--- src/rtl/serial_add_pkg.sv ---
// Shared types and constants for the bit-serial adder sequencer.
// Optional subtract mode is enabled with SERIAL_ADD_SUB_EN.
package serial_add_pkg;

  localparam int W_DEFAULT = 8;

  typedef enum logic [1:0] {
    IDLE  = 2'd0,
    SHIFT = 2'd1,
    DONE  = 2'd2
  } state_e;

  // Bit counter width; a 1-bit operand still needs a 1-bit counter.
  function automatic int cnt_width(input int w);
    return (w > 1) ? $clog2(w) : 1;
  endfunction

endpackage

--- src/rtl/serial_add_ctrl_if.sv ---
// Operand/result handshake bundle for serial_add_ctrl.
// The sub signal only exists when SERIAL_ADD_SUB_EN is defined.
interface serial_add_ctrl_if #(parameter int W = serial_add_pkg::W_DEFAULT);

  logic         in_valid;
  logic         in_ready;
  logic [W-1:0] op_a;
  logic [W-1:0] op_b;
  logic         out_valid;
  logic         out_ready;
  logic [W-1:0] result;
  logic         carry_out;
  logic         busy;
`ifdef SERIAL_ADD_SUB_EN
  logic         sub;
`endif

  modport master (
`ifdef SERIAL_ADD_SUB_EN
    output sub,
`endif
    output in_valid, op_a, op_b, out_ready,
    input  in_ready, out_valid, result, carry_out, busy
  );

  modport slave (
`ifdef SERIAL_ADD_SUB_EN
    input  sub,
`endif
    input  in_valid, op_a, op_b, out_ready,
    output in_ready, out_valid, result, carry_out, busy
  );

endinterface

--- src/rtl/serial_add_ctrl_fa_bit.sv ---
// Combinational 1-bit full adder cell driven by the serial sequencer.
module fa_bit (
  input  logic a,
  input  logic b,
  input  logic ci,
  output logic sum,
  output logic co
);

  assign sum = a ^ b ^ ci;
  assign co  = (a & b) | (a & ci) | (b & ci);

endmodule

--- src/rtl/serial_add_ctrl.sv ---
// Bit-serial adder sequencer: accepts two W-bit operands, streams them LSB-first
// through fa_bit, and returns {carry_out, result}. SERIAL_ADD_SUB_EN adds subtract.
//
// state | meaning
// IDLE  | waiting for an operand pair, in_ready high
// SHIFT | one operand bit through the adder cell per clock, busy high
// DONE  | result presented, waiting for out_ready
module serial_add_ctrl
  import serial_add_pkg::*;
#(
  parameter int W = W_DEFAULT
) (
  input logic               clk,
  input logic               rst_n,
  serial_add_ctrl_if.slave  bus
);

  localparam int CW = cnt_width(W);

  state_e          state_q, state_d;
  logic [W-1:0]    a_q, a_d;
  logic [W-1:0]    b_q, b_d;
  logic [W-1:0]    res_q, res_d;
  logic            carry_q, carry_d;
  logic [CW-1:0]   cnt_q, cnt_d;
  logic            fa_sum, fa_co;
  logic [W-1:0]    b_load;
  logic            carry_load;

`ifdef SERIAL_ADD_SUB_EN
  // Two's-complement subtract: invert B and inject a carry of one.
  assign b_load     = bus.sub ? ~bus.op_b : bus.op_b;
  assign carry_load = bus.sub;
`else
  assign b_load     = bus.op_b;
  assign carry_load = 1'b0;
`endif

  fa_bit u_fa_bit (
    .a   (a_q[0]),
    .b   (b_q[0]),
    .ci  (carry_q),
    .sum (fa_sum),
    .co  (fa_co)
  );

  always_comb begin
    state_d = state_q;
    a_d     = a_q;
    b_d     = b_q;
    res_d   = res_q;
    carry_d = carry_q;
    cnt_d   = cnt_q;
    case (state_q)
      IDLE: begin
        if (bus.in_valid) begin
          a_d     = bus.op_a;
          b_d     = b_load;
          carry_d = carry_load;
          cnt_d   = '0;
          res_d   = '0;
          state_d = SHIFT;
        end
      end
      SHIFT: begin
        a_d        = a_q >> 1;
        b_d        = b_q >> 1;
        res_d      = res_q >> 1;
        res_d[W-1] = fa_sum;
        carry_d    = fa_co;
        cnt_d      = cnt_q + 1'b1;
        if (cnt_q == CW'(W - 1)) begin
          state_d = DONE;
        end
      end
      DONE: begin
        if (bus.out_ready) begin
          state_d = IDLE;
        end
      end
      default: begin
        state_d = IDLE;
      end
    endcase
  end

  always_ff @(posedge clk or negedge rst_n) begin
    if (!rst_n) begin
      state_q <= IDLE;
      a_q     <= '0;
      b_q     <= '0;
      res_q   <= '0;
      carry_q <= 1'b0;
      cnt_q   <= '0;
    end else begin
      state_q <= state_d;
      a_q     <= a_d;
      b_q     <= b_d;
      res_q   <= res_d;
      carry_q <= carry_d;
      cnt_q   <= cnt_d;
    end
  end

  // All handshake outputs decode from registered state only.
  assign bus.in_ready  = (state_q == IDLE);
  assign bus.out_valid = (state_q == DONE);
  assign bus.busy      = (state_q == SHIFT);
  assign bus.result    = res_q;
  assign bus.carry_out = carry_q;

endmodule

--- src/flat_wrapper.sv ---
// flat-port wrapper written by rule: the top's interface ports become plain ports
module serial_add_ctrl_flat import serial_add_pkg::*;
#(
  parameter int W = W_DEFAULT
)
  (clk, rst_n, bus_in_valid, bus_op_a, bus_op_b, bus_out_ready, bus_in_ready, bus_out_valid, bus_result, bus_carry_out, bus_busy);
  serial_add_ctrl_if #(.W(W)) bus_i ();
  input logic clk;
  input logic rst_n;
  input wire logic [$bits(bus_i.in_valid)-1:0] bus_in_valid;
  input wire logic [$bits(bus_i.op_a)-1:0] bus_op_a;
  input wire logic [$bits(bus_i.op_b)-1:0] bus_op_b;
  input wire logic [$bits(bus_i.out_ready)-1:0] bus_out_ready;
  output wire logic [$bits(bus_i.in_ready)-1:0] bus_in_ready;
  output wire logic [$bits(bus_i.out_valid)-1:0] bus_out_valid;
  output wire logic [$bits(bus_i.result)-1:0] bus_result;
  output wire logic [$bits(bus_i.carry_out)-1:0] bus_carry_out;
  output wire logic [$bits(bus_i.busy)-1:0] bus_busy;
  assign bus_i.in_valid = bus_in_valid;
  assign bus_i.op_a = bus_op_a;
  assign bus_i.op_b = bus_op_b;
  assign bus_i.out_ready = bus_out_ready;
  assign bus_in_ready = bus_i.in_ready;
  assign bus_out_valid = bus_i.out_valid;
  assign bus_result = bus_i.result;
  assign bus_carry_out = bus_i.carry_out;
  assign bus_busy = bus_i.busy;
  serial_add_ctrl #(.W(W)) u_core (.clk(clk), .rst_n(rst_n), .bus(bus_i));
endmodule
--- config.mk ---
export PLATFORM = sky130hd
export DESIGN_NAME = serial_add_ctrl_flat
export DESIGN_NICKNAME = d
export VERILOG_FILES = /design/src/rtl/serial_add_pkg.sv /design/src/rtl/serial_add_ctrl_if.sv /design/src/rtl/serial_add_ctrl_fa_bit.sv /design/src/rtl/serial_add_ctrl.sv /design/src/flat_wrapper.sv
export SDC_FILE = /design/constraint.sdc
export NUM_CORES = 1
export LEC_CHECK = 0
export ABC_CLOCK_PERIOD_IN_PS = 1390
export CORE_UTILIZATION = 33
export DETAILED_ROUTE_END_ITERATION = 7
export PLACE_DENSITY = 0.53
export SLEW_MARGIN = 20
export SYNTH_ARGS = -nofsm -noshare
export SYNTH_HDL_FRONTEND = slang
export SYNTH_HIERARCHICAL = 1
export SYNTH_SLANG_ARGS = --single-unit
--- constraint.sdc ---
create_clock -name clk -period 1.39 [get_ports clk]
set_input_delay 0.139 -clock clk [delete_from_list [all_inputs] [get_ports clk]]
set_output_delay 0.139 -clock clk [all_outputs]
set_load 0.05 [all_outputs]
-- Word level (Yosys, flattened, before mapping)
Index checks and enable logic that the tools add are counted.
- add/subtract/negate cells: 1
- equality and inequality tests: 6
- mux-type cells: 14
- bitwise gates (word level): 7
- reduce and logical (&&, ||, !) cells: 4
- operators with widths (kind ; count):
    case mux 8 bit (2 select lines) ; 3
    2-to-1 mux 8 bit ; 3
    2-to-1 mux 2 bit ; 3
    case mux 2 bit (3 select lines) ; 1
    case mux 3 bit (2 select lines) ; 1
    != test 2 bit (second input constant) ; 2
    adder 3 x 1 -> 3 bit (second input constant) ; 1
    AND 1 bit ; 3
    equality test 3 bit (second input constant) ; 1
    2-to-1 mux 3 bit ; 1
    AND reduction 3 bit ; 1
    equality test 2 x 1 -> 1 bit (second input constant) ; 1
    equality test 2 bit (second input constant) ; 1
    logical NOT 2 bit ; 1
    != test 2 x 1 -> 1 bit (second input constant) ; 1
    OR 1 bit ; 2
    case mux 1 bit (2 select lines) ; 1
    AND reduction 2 bit ; 1
    nonzero test 2 bit ; 1
    XOR 1 bit ; 2
    2-to-1 mux 1 bit ; 1
- flip-flop bits (word level): 30
- input port bits: 20
- output and inout bits: 12
- logic and storage cells: 38

-- Logic depth before layout (Yosys ltp)
Gate-level depths: netlist of run 1.
- depth in word-level cells: 4
- depth in mapped cells: 4
- mapped depth without buffers: 4

-- Cells and area by module
The synthesis of run 1 kept the hierarchy.
- modules (own cells, without submodules) (module ; instances ; cells an instance ; area an instance (µm²) ; seq. area each (µm²)):
    serial_add_ctrl ; 1 ; 123 ; 1473.9 ; 750.7
    fa_bit ; 1 ; 1 ; 20.0 ; 0.0

-- Least setup slack after synthesis of run 1
OpenSTA, ideal clock, no wires.
- kind: register -> register
- from: register u_core.state_q[0]
- to: register u_core.b_q[4]
- setup time: 0.179 ns
- arrival time: 1.529 ns
- required time: 1.211 ns
- path slack: -0.318 ns
- stages on the path, launching flop included: 4
- buffers on the path: 1
- clock period less this slack: 1.708 ns
- cell sequence: dfrtp_1 buf_4 nor2_1 a222oi_1
- word-level cells in the longest chain between the ends: 3
- elaborated cells on any way between the ends: 6
- classes of those cells: 2 x eq/ne; 1 x mux; 3 x reduce/logical
- RTL lines (element ; RTL line ; RTL):
    start: declaration ; serial_add_ctrl.sv:20 ; state_e state_q, state_d;
    start signal: assignment ; serial_add_ctrl.sv:96 ; state_q <= state_d;
    logical NOT 2 bit (*) ; - ;
    named net bus_in_ready ; flat_wrapper.sv:14 ; output wire logic [$bits(bus_i.in_ready)-1:0] bus_in_ready;
    != test 2 bit (no line) / nonzero test 2 bit (equally long branches) ; - ;
    AND reduction 2 bit (no line) ; - ;
    end signal: assignment ; serial_add_ctrl.sv:91 ; b_q <= '0;
    end signal: assignment ; serial_add_ctrl.sv:98 ; b_q <= b_d;
    end: declaration ; serial_add_ctrl.sv:22 ; logic [W-1:0] b_q, b_d;
Mark *: on every way through the listed nets, which the timed path passes. The rest lies on a longest branch.
A chain may end at the register's enable or synchronous reset.

-- Worst setup path in the final report of run 1
- from: register u_core.state_q[0]
- to: output port bus_busy
- word-level cells in the longest chain between the ends: 1
- RTL lines (element ; RTL line ; RTL):
    equality test 2 x 1 -> 1 bit ; serial_add_ctrl.sv:108 ; assign bus.busy = (state_q == SHIFT);
    end: declaration ; flat_wrapper.sv:18 ; output wire logic [$bits(bus_i.busy)-1:0] bus_busy;
No other way between the ends.

==> results of run 1 <==
## flip-flops by register name, summed over array words and instances, names as in the netlist
register,flops
u_core/a_q,8
u_core/b_q,8
u_core/bus.result,8
u_core/cnt_q,3
u_core/state_q,2
u_core/bus.carry_out,1
## timing repair
action / 4_1_cts / 5_1_grt
gates resized for setup: 3 / 3
endpoints found under the setup margin: 9 / 17
buffers inserted: 2 / 6
hold endpoints to repair: 0 / 0
cloned: 0 / 1
pin swaps: 2 / 1
## Yosys cell counts
cell / count / share of area [%]
sky130_fd_sc_hd__o311ai_1: 1 / 0.59
sky130_fd_sc_hd__buf_4: 1 / 0.50
sky130_fd_sc_hd__a32o_1: 1 / 0.67
sky130_fd_sc_hd__a211oi_1: 5 / 2.5
sky130_fd_sc_hd__nor2_1: 1 / 0.25
sky130_fd_sc_hd__nand4bb_1: 1 / 0.75
sky130_fd_sc_hd__ha_1: 2 / 1.7
sky130_fd_sc_hd__o21bai_4: 1 / 1.3
sky130_fd_sc_hd__nand2b_1: 2 / 0.84
sky130_fd_sc_hd__nor4b_1: 11 / 6.4
sky130_fd_sc_hd__a211oi_2: 6 / 5.0
sky130_fd_sc_hd__fa_1: 1 / 1.3
sky130_fd_sc_hd__inv_1: 16 / 4.0
sky130_fd_sc_hd__and2b_1: 1 / 0.50
sky130_fd_sc_hd__a222oi_1: 3 / 2.0
sky130_fd_sc_hd__nor3b_1: 11 / 5.5
sky130_fd_sc_hd__buf_2: 6 / 2.0
sky130_fd_sc_hd__a22o_1: 12 / 7.0
sky130_fd_sc_hd__mux2_2: 1 / 0.75
sky130_fd_sc_hd__nand2_1: 1 / 0.25
sky130_fd_sc_hd__a21oi_1: 1 / 0.33
sky130_fd_sc_hd__nor2b_1: 4 / 1.7
sky130_fd_sc_hd__buf_6: 5 / 3.8
sky130_fd_sc_hd__dfrtp_1: 30 / 50
## layout make-up
class,count,area [sq um],area share [%]
sequential,30,754,35.5
timing repair buffer,44,536,25.2
multi-input combinational,67,617,29.1
tap,52,65.1,3.06
clock buffer,7,86.3,4.07
inverter,16,60.1,2.83
clock inverter,1,5.00,0.236
## final timing paths
kind | endpoint | slack [ps] | cells after the start | from
worst max-delay path | bus_busy | 20 | 3 | u_core/state_q[0]
worst min-delay path | u_core/bus.result[3] | 250 | 2 | rst_n
worst max register to register | u_core/bus.result[1] | 70 | 2 | u_core/state_q[0]
worst min register to register | u_core/bus.result[0] | 510 | 1 | u_core/bus.result[0]
max in group asynchronous | u_core/state_q[0] | 840 | 2 | rst_n
min in group clk | u_core/state_q[1] | 470 | 3 | bus_out_ready
## kinds of logic (layout without fill, tap and decap cells)
kind of cell,Yosys count,count (layout),synth area share [%]
fa+ha+maj,3,3,3.01
flops,30,30,50.3
mux,1,1,0.754
buf+inv,28,68,10.3
compound gates,30,31,19.4
simple gates,32,32,16.2
## power groups by stage
stage | combinational (mW) | sequential (mW) | clock (mW)
after floorplan | 1.39 | 1.92 | 0
after global placement | 2.57 | 1.61 | 0
after detailed placement | 2.62 | 1.62 | 0
after CTS | 2.69 | 1.61 | 0.749
after global routing | 3.04 | 1.66 | 0.790
final | 2.82 | 1.61 | 0.720
## routing by layer
layer | share of wire, % | wire length, microns
met4 | 2.4 | 75
met2 | 44 | 1390
met1 | 48 | 1520
met5 | 0 | 0
met3 | 4.7 | 149
==> results.cfg, run 1 <==
[timing]
post_route_hold_slack_ps = 250
timing.setup.tns_ps = 0
fin_crit_sh_pct = 98.9
timing.final.setup_violations = 0
fin_ws_ps = 15.7
timing.clock.skew_ps = 4.84
tightest_slew_ps = 686
report.final.slew_viol_count = 0
max-slew-margin-rel_pct = 54.2
max_freq_mhz = 728
hold_violations = 0
final_period_minus_worst_setup_slack_ps = 1370
grt_setup_unrepaired = true

[placed_design]
globalplace.congestion = 0.685
placed_cells = 200
post_placement_setup_slack_ps = -181
postPlaceCellArea_sq_um = 1940
post-dp-hpwl_microns = 1890
io_buffers = 31

[critical_path]
worst_path_most_repeated_cell = sky130_fd_sc_hd__buf_12
arrival_ps = 1240
critical-path-max-stage-delay_ps = 440
critical-path-slowest-cell = sky130_fd_sc_hd__dfrtp_2
timing.critical_path.cells = and2b_2 -> buf_12 -> buf_12
start_kind = flop
critical-path-top-delay-family = flip-flops
setup.worst_path.class = reg2out
worstPathMaxFanout = 7
worst_ep_required_time_ps = 1250
critical_path.n_buffers_inverters = 2
crit_path_end_kind = output port

[route]
vias_per_cell = 5.17
route.detailed.drc = 0
drt_iter0_drc = 61
dr_total_vias = 1122
route.antenna.remaining_nets = 0
wl_microns = 3140
drt_first_pass_iters = 5
average_detailed_routed_wire_length_per_instance_microns = 14.5

[floorplan]
die_area_sq_um = 4800
die_width_microns = 69.3
start_util_pct = 34.3
num_io_pins = 32
fp.dieH_microns = 69.3
num_rows = 24
core_area_sq_um = 4350

[pwr]
combinational_cell_fraction_of_total_power_pct = 54.8
p_per_area_nw_per_um2 = 2430
total_leakage_power_nw = 0.911
total_power_mw = 5.15
vdd.ir_drop.worst_mv = 0.829
power_switching_share_pct = 39.3
power.sequential.fraction_pct = 31.2
intPower_mw = 3.13
clock_power_share_pct = 14.0
net-switching-power_mw = 2.02

[synthesis]
post_synth.cell_area_avg_sq_um = 12.0
postSynthRegisterBits = 30
syn_inst = 124
unique_masters_post_synth = 24
postSynthNetCount = 147
yosysSeqAreaShare_pct = 50.3
mappedNetlistArea_sq_um = 1490
total_of_warnings_raised_by_yosys = 6

[finish]
final_layout_size_suffix_gt1_share_pct = 28.5
antenna_cells_inserted = 0
design.final.nets = 187
most_frequent_standard_cell_in_the_layout_excluding_fill_and_tap_cells = sky130_fd_sc_hd__dfrtp_1
final_core_utilization_pct = 48.8
area_growth_syn_to_layout_pct = 42.1
final_cell_area_sq_um = 2120
nFillCells = 392
most-common-layout-cells = sky130_fd_sc_hd__dfrtp_1 (27), sky130_fd_sc_hd__clkdlybuf4s50_1 (19), sky130_fd_sc_hd__inv_1 (16)
finish.cell_count_without_fillers = 217

[global_routing]
grt_pass1_vias = 1111
grt.overflow.total = 0
grtUsageMet3_pct = 4.07
grt_max_degree = 31
grt_pass1_wl_microns = 5370
met1_usage_pct = 19.0
grt_usage_pct = 14.3
number_of_antenna_violations_at_the_first_check_in_global_routing = 0
gr-usage-met2_pct = 20.8
grt_peak_use_layer = met2

[clocking]
worst_setup_hold_path_clk_slew_ps = 60
clock_buffer_count_from_cts = 5
clock_network_latency_to_the_later_pin_of_the_worst_skew_pair_ps = 280
ctsLongestPathBuffers = 2
cts-hold-fix-buffers = 0
htree_num_levels = 2
clock_sink_count = 30
cts_tree = built
clock_tree.root_cell = sky130_fd_sc_hd__clkbuf_8

[outcome]
outcome = complete, no violations

[job]
max_cap_violations = 0

[worst_hold_path]
hold_path.class = in2async
Note: power is estimated with default switching activity, not from simulation.
==> run 2: changes to the inputs <==
--- a/config.mk
+++ b/config.mk
@@ -5,6 +5,7 @@
 export SDC_FILE = /design/constraint.sdc
 export NUM_CORES = 1
 export LEC_CHECK = 0
+export ABC_AREA = 1
 export ABC_CLOCK_PERIOD_IN_PS = 1390
 export CORE_UTILIZATION = 33
 export DETAILED_ROUTE_END_ITERATION = 7
==> results.cfg, run 2 <==
[finish]
antenna_cells_inserted = 0
final_core_utilization_pct = 49.9
most_frequent_standard_cell_in_the_layout_excluding_fill_and_tap_cells = sky130_fd_sc_hd__nand2_1
final_layout_size_suffix_gt1_share_pct = 15.7
design.final.nets = 251
finish.cell_count_without_fillers = 279
most-common-layout-cells = sky130_fd_sc_hd__nand2_1 (86), sky130_fd_sc_hd__inv_1 (30), sky130_fd_sc_hd__dfrtp_1 (29)
area_growth_syn_to_layout_pct = 41.1

[route]
dr_total_vias = 1222
wl_microns = 3220
average_detailed_routed_wire_length_per_instance_microns = 11.5
vias_per_cell = 4.38
drt_first_pass_iters = 4
drt_iter0_drc = 61
route.detailed.drc = 0
route.antenna.remaining_nets = 0

[synthesis]
dominantRegCellSynth = sky130_fd_sc_hd__dfrtp_1
post-synth-top-count-cell = sky130_fd_sc_hd__nand2_1
postSynthNetCount = 211
post-synth-top-area-cell = sky130_fd_sc_hd__dfrtp_1
synth_enable_flop_cells = 0
simple_gate_area_share_of_the_yosys_netlist_pct = 30.3
yosysSeqAreaShare_pct = 51.6
ys_async_rst_share_pct = 100
total_of_warnings_raised_by_yosys = 6
postSynthRegisterBits = 30
synth-compound-area-share_pct = 3.18
synth_xor_xnor_area_share_pct = 0
mappedNetlistArea_sq_um = 1460
synth_mux_area_share_pct = 0
synth.cells.most_frequent = sky130_fd_sc_hd__nand2_1 (86), sky130_fd_sc_hd__dfrtp_1 (30), sky130_fd_sc_hd__inv_1 (30)
unique_masters_post_synth = 16
syn_inst = 188
largest_family_of_logic_cells_by_synthesized_area = simple AND/OR/NAND/NOR gates
post_synth.cell_area_avg_sq_um = 7.74
netlist.area_leader.share_pct = 51.6
synth-adder-area-share_pct = 3.10
yosys-top-cells-area = sky130_fd_sc_hd__dfrtp_1 (52%), sky130_fd_sc_hd__nand2_1 (22%), sky130_fd_sc_hd__inv_1 (7.7%), sky130_fd_sc_hd__nand3_1 (5.8%), sky130_fd_sc_hd__buf_4 (3.1%)

[pwr]
total_leakage_power_nw = 1.12
net-switching-power_mw = 2.11
power_switching_share_pct = 43.2
power.sequential.fraction_pct = 32.5
intPower_mw = 2.78
combinational_cell_fraction_of_total_power_pct = 52.3
vdd.ir_drop.worst_mv = 0.980
total_power_mw = 4.89
p_per_area_nw_per_um2 = 2380
clock_power_share_pct = 15.2

[clocking]
ctsLongestPathBuffers = 2
htree_num_levels = 2
clock_sink_count = 30
cts_tree = built
cts-hold-fix-buffers = 0
clock_buffer_count_from_cts = 5
worst_setup_hold_path_clk_slew_ps = 70
clock_network_latency_to_the_later_pin_of_the_worst_skew_pair_ps = 280
clock_tree.root_cell = sky130_fd_sc_hd__clkbuf_8

[critical_path]
worst_ep_required_time_ps = 1250
worstPathMaxFanout = 11
crit_path_end_kind = output port
arrival_ps = 1180
setup.worst_path.class = reg2out
start_kind = flop

[timing]
final_period_minus_worst_setup_slack_ps = 1320
timing.setup.tns_ps = 0
max_freq_mhz = 758
fin_ws_ps = 70.9
tightest_slew_ps = 394
report.final.slew_viol_count = 0
grt_setup_unrepaired = false
hold_violations = 0
timing.final.setup_violations = 0
max-slew-margin-rel_pct = 73.7
fin_crit_sh_pct = 94.9
timing.clock.skew_ps = 7.07

[floorplan]
num_rows = 23
core_area_sq_um = 4120
start_util_pct = 35.4
fp.dieH_microns = 68.4
die_area_sq_um = 4680
die_width_microns = 68.4
num_io_pins = 32

[placed_design]
post_placement_setup_slack_ps = 152
placed_cells = 269
io_buffers = 31
post-dp-hpwl_microns = 2240
globalplace.congestion = 0.715

[global_routing]
grt.overflow.total = 0
grt_usage_pct = 16.5
grt_pass1_wl_microns = 5590
grt_pass1_vias = 1257
number_of_antenna_violations_at_the_first_check_in_global_routing = 0
grt_max_degree = 31

[outcome]
outcome = complete, no violations

[worst_hold_path]
hold_path.class = in2async

[job]
max_cap_violations = 0
-- run 2: worst max-delay path: stages (launching register included) --
cell                      delay, ps
sky130_fd_sc_hd__dfrtp_2        440
sky130_fd_sc_hd__buf_4          190
sky130_fd_sc_hd__nor2_4         130
sky130_fd_sc_hd__buf_12         140
-- run 2: path summary, 6_finish.rpt --
| kind | startpoint | endpoint | slack [ps] | cells after the start |
|---|---|---|---|---|
| setup / recovery | u_core/state_q[0] | bus_out_valid | 70 | 3 |
| hold reg to reg | u_core/bus.result[0] | u_core/bus.result[0] | 480 | 2 |
| min in group clk | bus_out_ready | u_core/state_q[1] | 430 | 2 |
| hold / removal | rst_n | u_core/bus.result[0] | 240 | 2 |
| setup reg to reg | u_core/state_q[0] | u_core/a_q[3] | 100 | 6 |
| max in group asynchronous | rst_n | u_core/state_q[0] | 830 | 2 |
-- run 2: final cells by class --
type / instances / area [sq um]
fill: 398 / 2060
tap: 50 / 62.6
multi-input combinational: 120 / 542
inverter: 31 / 116
sequential: 30 / 752
clock inverter: 2 / 12.5
clock buffer: 6 / 82.6
timing repair buffer: 40 / 485
-- run 2: power groups by stage --
stage / registers, mW / clock network (mW) / logic [mW]
global placement: 1.59 / 0 / 2.48
floorplan: 1.88 / 0 / 1.25
CTS: 1.59 / 0.766 / 2.59
global route: 1.64 / 0.813 / 2.85
detailed placement: 1.61 / 0 / 2.54
finish: 1.59 / 0.745 / 2.56
-- run 2: kinds of logic (layout without fill, tap and decap cells) --
logic type	after synthesis	in the layout
buffers and inverters	38	79
DFF	30	30
AOI/OAI and AO/OA	8	8
and+or+nand+nor	109	109
adders and majority gates	3	3
-- run 2: layer usage --
| layer | routed length, microns | vias up | global-route usage, % |
|---|---|---|---|
| li1 | - | 634 | - |
| met1 | 1460 | 553 | 21.4 |
| met2 | 1560 | 31 | 26.1 |
| met3 | 162 | 4 | 4.17 |
| met4 | 37 | 0 | 6.25 |
| met5 | 0 | - | 0 |
-- run 2: repair_timing --
action                                  CTS  global route
buffers inserted                          2             0
gates resized for setup                   1             1
endpoints found under the setup margin    2             1
-- run 2: stage by stage --
stage,hold WS [ps],area (sq um)
5_1_grt,280,2050
6_report,240,2050
2_1_floorplan,-157,1460
3_5_place_dp,464,1940
3_3_place_gp,461,1940
4_1_cts,258,2050
